[config.mk]
export PLATFORM = sky130hd
export DESIGN_NAME = addsub_acc_sequencer
export DESIGN_NICKNAME = d
export VERILOG_FILES = /design/src/rtl/addsub_pkg.sv /design/src/rtl/addsub_acc_clamp.sv /design/src/rtl/addsub_acc_sequencer.sv
export SDC_FILE = /design/constraint.sdc
export NUM_CORES = 1
export LEC_CHECK = 0
export CORE_AREA = 2 2 39 41
export CTS_CLUSTER_SIZE = 8
export DETAILED_ROUTE_END_ITERATION = 12
export DIE_AREA = 0 0 41 43
export GPL_TIMING_DRIVEN = 0
export MAX_ROUTING_LAYER = met4
export PLACE_DENSITY = 0.76
export SYNTH_ARGS = -nofsm -noshare
export SYNTH_HDL_FRONTEND = slang
export SYNTH_SLANG_ARGS = --single-unit
[constraint.sdc]
create_clock -name clk -period 2.5 [get_ports clk]
set_input_delay 0.75 -clock clk [delete_from_list [all_inputs] [get_ports clk]]
set_output_delay 0.75 -clock clk [all_outputs]
set_load 0.05 [all_outputs]
[src/rtl/addsub_pkg.sv]
// Shared definitions for the add/sub accumulating sequencer.
//   state_t : sequencer FSM states (IDLE, DRIVE, CAPTURE)
//   OP_ADD  : add_mode value selecting acc + op_b
//   OP_SUB  : add_mode value selecting acc - op_b
package addsub_pkg;

    typedef enum logic [1:0] {
        IDLE    = 2'd0,
        DRIVE   = 2'd1,
        CAPTURE = 2'd2
    } state_t;

    localparam logic OP_ADD = 1'b0;
    localparam logic OP_SUB = 1'b1;

endpackage

[src/rtl/addsub_acc_clamp.sv]
// Next-accumulator select for the add/sub sequencer.
// Combinational: takes the external adder's sum/carry and the latched mode and
// produces the value written into the accumulator on the CAPTURE edge.
// Build option: ADDSUB_ACC_SAT_EN
//   defined   : add with carry clamps to all ones, sub with borrow clamps to zero
//   undefined : passthrough of the adder sum (modulo wrap)
// Ports:
//   i_sum      in   WIDTH  adder sum
//   i_cout     in   1      adder carry-out (sub: 1 = no borrow)
//   i_mode     in   1      OP_ADD / OP_SUB
//   o_acc_next out  WIDTH  value to load into the accumulator
module addsub_acc_clamp
    import addsub_pkg::*;
#(
    parameter int WIDTH = 2
) (
    input  logic [WIDTH-1:0] i_sum,
    input  logic             i_cout,
    input  logic             i_mode,
    output logic [WIDTH-1:0] o_acc_next
);

`ifdef ADDSUB_ACC_SAT_EN
    always_comb begin
        o_acc_next = i_sum;
        if ((i_mode == OP_ADD) && i_cout) begin
            o_acc_next = '1;
        end else if ((i_mode == OP_SUB) && !i_cout) begin
            o_acc_next = '0;
        end
    end
`else
    // Carry and mode only matter when saturating.
    logic w_unused;
    assign w_unused   = i_cout ^ i_mode;
    assign o_acc_next = i_sum;
`endif

endmodule

[src/rtl/addsub_acc_sequencer.sv]
// Feedback/sequencing stage around an external combinational add/sub unit.
// Accepts one op per valid/ready handshake, feeds the running accumulator back as
// operand A, holds the adder inputs for a settle cycle, then captures sum and
// carry/borrow into the accumulator.
// Build option: ADDSUB_ACC_SAT_EN (saturating accumulator, see addsub_acc_clamp).
//
// state   | meaning
// IDLE    | waiting for an op; clear is honoured here
// DRIVE   | adder inputs held for one settle cycle
// CAPTURE | sum/flag registered into acc on this edge
//
// Ports:
//   clk, rst            clock, synchronous active-high reset
//   op_valid/op_ready   op handshake; op_sub/op_b carry the op
//   clear               zero acc and cb_flag while idle
//   add_a/add_b/add_mode  drive the external adder
//   add_sum/add_cout    adder results
//   acc/acc_valid       running result and its 1-cycle update strobe
//   cb_flag             add: carry, sub: borrow
//   op_count            accepted ops since reset, saturating
module addsub_acc_sequencer
    import addsub_pkg::*;
#(
    parameter int WIDTH = 2,
    parameter int CNT_W = 4
) (
    input  logic             clk,
    input  logic             rst,
    input  logic             op_valid,
    output logic             op_ready,
    input  logic             op_sub,
    input  logic [WIDTH-1:0] op_b,
    input  logic             clear,
    output logic [WIDTH-1:0] add_a,
    output logic [WIDTH-1:0] add_b,
    output logic             add_mode,
    input  logic [WIDTH-1:0] add_sum,
    input  logic             add_cout,
    output logic [WIDTH-1:0] acc,
    output logic             acc_valid,
    output logic             cb_flag,
    output logic [CNT_W-1:0] op_count
);

    state_t           r_state;
    logic [WIDTH-1:0] r_acc;
    logic [WIDTH-1:0] r_add_b;
    logic             r_add_mode;
    logic             r_acc_valid;
    logic             r_cb_flag;
    logic [CNT_W-1:0] r_op_count;
    logic [WIDTH-1:0] w_acc_next;

    addsub_acc_clamp #(
        .WIDTH (WIDTH)
    ) u_clamp (
        .i_sum      (add_sum),
        .i_cout     (add_cout),
        .i_mode     (r_add_mode),
        .o_acc_next (w_acc_next)
    );

    always_ff @(posedge clk) begin
        if (rst) begin
            r_state     <= IDLE;
            r_acc       <= '0;
            r_add_b     <= '0;
            r_add_mode  <= OP_ADD;
            r_acc_valid <= 1'b0;
            r_cb_flag   <= 1'b0;
            r_op_count  <= '0;
        end else begin
            r_acc_valid <= 1'b0;
            case (r_state)
                IDLE: begin
                    // clear wins over a pending op in the same cycle
                    if (clear) begin
                        r_acc     <= '0;
                        r_cb_flag <= 1'b0;
                    end else if (op_valid) begin
                        r_add_b    <= op_b;
                        r_add_mode <= op_sub;
                        if (r_op_count != '1) begin
                            r_op_count <= r_op_count + 1'b1;
                        end
                        r_state <= DRIVE;
                    end
                end
                DRIVE: begin
                    r_state <= CAPTURE;
                end
                CAPTURE: begin
                    r_acc       <= w_acc_next;
                    // subtract reports borrow, which is the inverted carry
                    r_cb_flag   <= (r_add_mode == OP_SUB) ? ~add_cout : add_cout;
                    r_acc_valid <= 1'b1;
                    r_state     <= IDLE;
                end
                default: begin
                    r_state <= IDLE;
                end
            endcase
        end
    end

    assign op_ready  = (r_state == IDLE) && !clear;
    assign add_a     = r_acc;
    assign add_b     = r_add_b;
    assign add_mode  = r_add_mode;
    assign acc       = r_acc;
    assign acc_valid = r_acc_valid;
    assign cb_flag   = r_cb_flag;
    assign op_count  = r_op_count;

endmodule
==> results of run 1 <==
-- layout make-up --
| class | count | area [um^2] |
|---|---|---|
| Timing Repair Buffer | 23 | 225 |
| Buffer | 4 | 23.8 |
| Multi-Input combinational cell | 39 | 236 |
| Clock buffer | 4 | 26.3 |
| Tap cell | 16 | 20.0 |
| Fill cell | 137 | 592 |
| Sequential cell | 13 | 260 |
-- synthesized netlist by cell type --
master    number
or4b_1         1
o31ai_1        1
buf_4          2
and4b_1        1
a21oi_1        7
and3_1         1
o21bai_1       1
nor2_1         4
ha_1           1
dfxtp_1       13
clkbuf_1       1
nand2_1        6
or3_1          2
buf_2          1
o21ai_0        2
nand3b_1       1
nor4b_1        1
nor3_1         2
nor2b_1        2
nand3_1        1
xor2_1         1
nor3b_1        1
a22oi_1        3
-- worst register-to-register path, delay by kind of cell (launching register included) --
| kind | cells | cell delay [ps] |
|---|---|---|
| flops | 1 | 360 |
| simple gates | 3 | 1250 |
-- power by group --
part | internal [mW] | total (mW) | switching [mW]
combinational | 0.0302 | 0.0710 | 0.0409
clock | 0.0619 | 0.129 | 0.0668
sequential | 0.213 | 0.218 | 0.00518
-- worst max path at each step --
stage,cells after the start,to
2_1_floorplan,1,op_ready
5_1_grt,3,op_ready
3_3_place_gp,3,op_ready
6_report,3,op_ready
3_5_place_dp,3,op_ready
4_1_cts,3,op_ready
-- per-layer routing --
layer	track usage (%)	wire, um	vias to the layer above	share of wire [%]
met5	-	0	-	0
met4	6.00	14	0	1.1
met3	9.42	69	2	5.6
met2	25.3	648	15	53
met1	19.3	490	233	40
li1	-	-	254	-
-- sequential cells by signal, indices dropped and copies added (netlist names) --
| register | cells |
|---|---|
| acc | 2 |
| acc_valid | 1 |
| add_b | 2 |
| add_mode | 1 |
| cb_flag | 1 |
| op_count | 4 |
| r_state | 2 |
-- cell families (layout without fill, tap and decap cells) --
group | after synthesis | count (layout) | share of synthesized area, %
XOR/XNOR | 1 | 1 | 1.70
adder cells (fa/ha/maj) | 1 | 1 | 2.43
AND/OR/NAND/NOR | 23 | 23 | 24.8
flip-flops | 13 | 13 | 50.5
buffers and inverters | 4 | 31 | 4.61
AO/OA/AOI/OAI | 14 | 14 | 16.0
-- metrics by stage --
| step | setup TNS (ps) | hold WS, ps | cell area [um^2] | instances |
|---|---|---|---|---|
| after floorplan | 0 | 483 | 520 | 56 |
| after detailed placement | -510 | 452 | 771 | 95 |
| after global routing | 0 | 500 | 792 | 99 |
| after CTS | 0 | 463 | 797 | 99 |
| final | 0 | 460 | 792 | 99 |
| after global placement | -466 | 448 | 771 | 95 |
==> results_dict.tcl, run 1 <==
set metrics [dict create \
    cp.arrival_ps 1640 \
    fmax_mhz 418 \
    avgSynthCellArea_um2 9.21 \
    cpPeakStageDelay_ps 480 \
    postCtsSetupRepairBufs 0 \
    port_buffers 23 \
    hp-class "flip-flop to flip-flop" \
    startpoint "clear" \
    maxCapViolCount 0 \
    critPathSlowestCell "clkdlybuf4s50_1" \
    die-area_um2 1760 \
    syn_inst 56 \
    dr.first_iter.drc_count 9 \
    core_um2 1380 \
    fin_nets 95 \
    synth_area_leaders "dfxtp_1 (50%), a21oi_1 (6.8%), a22oi_1 (4.4%)" \
    power-per-cell-area_nw_per_um2 527 \
    timing.final.hold_violations 0 \
    crit_path_end_kind "primary output" \
    fin_skew_ps 0.845 \
    reg2reg_setup_slack_ps 780 \
    num_vias 504 \
    fin_util_pct 57.2 \
    grt_pass1_wl_um 1940 \
    fin_ws_ps 109 \
    setup_viol 0 \
    die_y_um 43 \
    num_io_pins 24 \
    cp.required_ps 1750 \
    layout_common_cells "clkdlybuf4s50_1 (22), dfxtp_1 (13), a21oi_1 (7), nand2_1 (6), nor2_1 (4)" \
    clockBufferDepth 2 \
    cts_made_buffers 3 \
    htreeDepth 1 \
    drc 0 \
    r2r_end "op_count[2]$_SDFFE_PP0P_" \
    drtAntennaViolNets 0 \
    die_w_um 41 \
    cts.sinks 13 \
    overflow 0 \
    crit_buf_inv 2 \
    drt-wirelength-per-cell_um 12.4 \
    slew_headroom_pct 30.9 \
    clkTransAtPathRegs_ps 80 \
    drt-vias-per-instance 5.09 \
    report.final.slew_viol_count 0 \
    grt_max_degree 11 \
    r2r_cells 3 \
    reg2reg_from "r_state[1]$_SDFFE_PP0P_" \
    synth_nets 67 \
    post_cts_resized 4 \
    grt_pass1_vias 455 \
    yosys.area.top_type "dfxtp_1" \
    start_util_pct 37.3 \
    ir_drop_uv 386 \
    period_needed_ps 2390 \
    fin_crit_sh_pct 95.7 \
    firstDrtPassIters 4 \
    cts_tree "built" \
    synth_top_area_share_pct 50.5 \
    pre_cts_ws_ps -432 \
    crit_family "buffers and inverters" \
    antenna_found_initial 0 \
    totalWireLength_um 1220 \
    crit_path_start_kind "input port" \
    ctsRootBufferMaster "clkbuf_4" \
    ys_warn_count 0 \
    areaGrowthSynthToFinish_pct 53.6 \
    clk_latency_ps 270 \
    rsz0062_at_grt "no" \
    cp_max_fo 4 \
    track_usage_pct 17.3 \
    layout_commonest_cell "clkdlybuf4s50_1" \
    p_leak_nw 0.297 \
    rows 14 \
    gp_congestion 0.676 \
    layout-drive-gt1-share_pct 9.64 \
    p_total_mw 0.418 \
    synthDistinctLibCells 23 \
    hold-path-endpoint "add_b[1]$_SDFFE_PP0P_" \
    worstSetupPathType "input port to primary output" \
    holdPathStages 2 \
    diodes 0 \
    syn_area_um2 515 \
    yosysSeqAreaShare_pct 50.5 \
    crit_path_cell_trace "clkdlybuf4s50_1 > nor3_2 > buf_2" \
    dp_hpwl_um 880 \
    synth_seq_cells 13 \
    worstHoldStart "add_b[1]$_SDFFE_PP0P_" \
    cts_hold_buf 0 \
    worstMarginPinSlew_ps 1020 \
    status "finished clean" \
]
(Power assumes the default switching activity.)
==> run 2: changes to the inputs <==
Settings changed: SETUP_SLACK_MARGIN set to 0.05.
==> results of run 2 <==
Same layout as run 1: the final DEF is identical, and so are final timing and power.
Among the figures that moved: number of gates resized after CTS 4 -> 5
==> run 3: changes to the inputs <==
Settings changed: SETUP_SLACK_MARGIN 0.05 to 0.3.
==> run 3 against run 2 <==
Against the previous run:
- critical path depth did not move
- global-route usage rose by 0.62 points
- clock power barely moved
- utilization rose by 0.45 points
- clock skew rose by 2.3 ps
- flip-flop and latch count did not move
- register-to-register slack improved by 60 ps
- routed wire length rose by 2.0%
- sequential power barely moved
==> results_dict.tcl, run 3 (same netlist as run 1, synthesis figures left out) <==
set metrics [dict create \
    worstSetupPathType "input port to primary output" \
    gp_congestion 0.676 \
    fin_ws_ps 338 \
    cp.arrival_ps 1410 \
    track_usage_pct 17.9 \
    crit_path_start_kind "input port" \
    fillers 137 \
    rows 14 \
    p_total_mw 0.415 \
    dr.first_iter.drc_count 7 \
    layout_common_cells "dfxtp_1 (13), clkdlybuf4s50_1 (11), dlygate4sd2_1 (9), a21oi_1 (7), nand2_1 (6)" \
    start_util_pct 37.3 \
    drt-vias-per-instance 5.06 \
    grt_max_degree 11 \
    port_buffers 23 \
    period_needed_ps 2160 \
    worstMarginPinSlew_ps 571 \
    die-area_um2 1760 \
    areaGrowthSynthToFinish_pct 54.9 \
    rsz0062_at_grt "no" \
    cts.sinks 13 \
    die_y_um 43 \
    fin_skew_ps 3.14 \
    htreeDepth 1 \
    drtAntennaViolNets 0 \
    num_vias 501 \
    maxCapViolCount 0 \
    setup_viol 0 \
    crit_path_end_kind "primary output" \
    crit_path_cell_trace "dlygate4sd2_1 > nor3_2 > buf_6" \
    firstDrtPassIters 4 \
    cpPeakStageDelay_ps 290 \
    overflow 0 \
    cts_tree "built" \
    slew_headroom_pct 61.8 \
    antenna_found_initial 0 \
    timing.final.hold_violations 0 \
    ctsRootBufferMaster "clkbuf_4" \
    largest_reg_flops 4 \
    layout-drive-gt1-share_pct 10.8 \
    layout_commonest_cell "dfxtp_1" \
    cts_hold_buf 0 \
    grt_pass1_vias 467 \
    fin_crit_sh_pct 86.5 \
    drc 0 \
    fmax_mhz 462 \
    clockBufferDepth 2 \
    num_io_pins 24 \
    core_um2 1380 \
    fin_nets 95 \
    placed_cells 95 \
    power-per-cell-area_nw_per_um2 520 \
    clkTransAtPathRegs_ps 70 \
    fin_tns_setup_ps 0 \
    p_leak_nw 0.374 \
    clk_latency_ps 270 \
    cts_made_buffers 3 \
    critPathSlowestCell "dlygate4sd2_1" \
    hp-class "flip-flop to flip-flop" \
    pre_cts_ws_ps -432 \
    drt-wirelength-per-cell_um 12.6 \
    ir_drop_uv 375 \
    grt_pass1_wl_um 2010 \
    final_cells 99 \
    dp_hpwl_um 880 \
    postCtsSetupRepairBufs 0 \
    cp.required_ps 1750 \
    report.final.slew_viol_count 0 \
    status "finished clean" \
    totalWireLength_um 1250 \
    die_w_um 41 \
    cp_max_fo 4 \
    diodes 0 \
]
## run 3: changes by cell type in the layout (fill, tap and decap cells not counted)
cell             change
nor4b_1              -1
dlymetal6s2s_1       +2
buf_6                +1
clkdlybuf4s50_1     -11
buf_2                -1
dlygate4sd2_1        +9
nor4b_2              +1
## run 3: what timing repair did
action / CTS / global route
setup endpoints to repair: 10 / 2
gates cloned: 0 / 0
pin swaps: 1 / 0
gates resized for setup: 17 / 2
## run 3: power breakdown
group	internal, mW	switching [mW]	total (mW)
Clock	0.0618	0.0648	0.127
Combinational	0.0294	0.0413	0.0707
Sequential	0.213	0.00532	0.218
## run 3: stage by stage
step	util [%]	hold slack (ps)	instance area, um^2
6_report	57.7	458	798
3_3_place_gp	55.7	448	771
5_1_grt	57.7	500	798
3_5_place_dp	55.7	452	771
4_1_cts	57.3	463	793
2_1_floorplan	-	483	520
## run 3: final timing paths
path                               to  slack [ps]                    start  cells past startpoint
max reg2reg  op_count[0]$_SDFFE_PP0P_         840  r_state[1]$_SDFFE_PP0P_                      4
min reg2reg     add_b[1]$_SDFFE_PP0P_         460    add_b[1]$_SDFFE_PP0P_                      2
max                          op_ready         340                    clear                      3
min             add_b[1]$_SDFFE_PP0P_         460    add_b[1]$_SDFFE_PP0P_                      2
## run 3: final cells by class
cell class / instances / area (um^2) / area share, %
plain buffers: 4 / 23.8 / 2.98
clock buffers: 4 / 26.3 / 3.29
multi-input cells: 39 / 243 / 30.4
flip-flops and latches: 13 / 260 / 32.6
well taps: 16 / 20.0 / 2.51
repair buffers: 23 / 225 / 28.2
## run 3: critical path, delay by kind of cell
family / cells / cell delay [ps]
buffers and inverters: 2 / 470
AND/OR/NAND/NOR: 1 / 190
## run 3: layer usage
layer / vias to the layer above / track usage [%] / share of wire [%]
met4: 0 / 6.00 / 1.1
met5: - / - / 0
met2: 17 / 25.6 / 52
li1: 255 / - / -
met1: 227 / 20.9 / 40
met3: 2 / 9.42 / 6.6
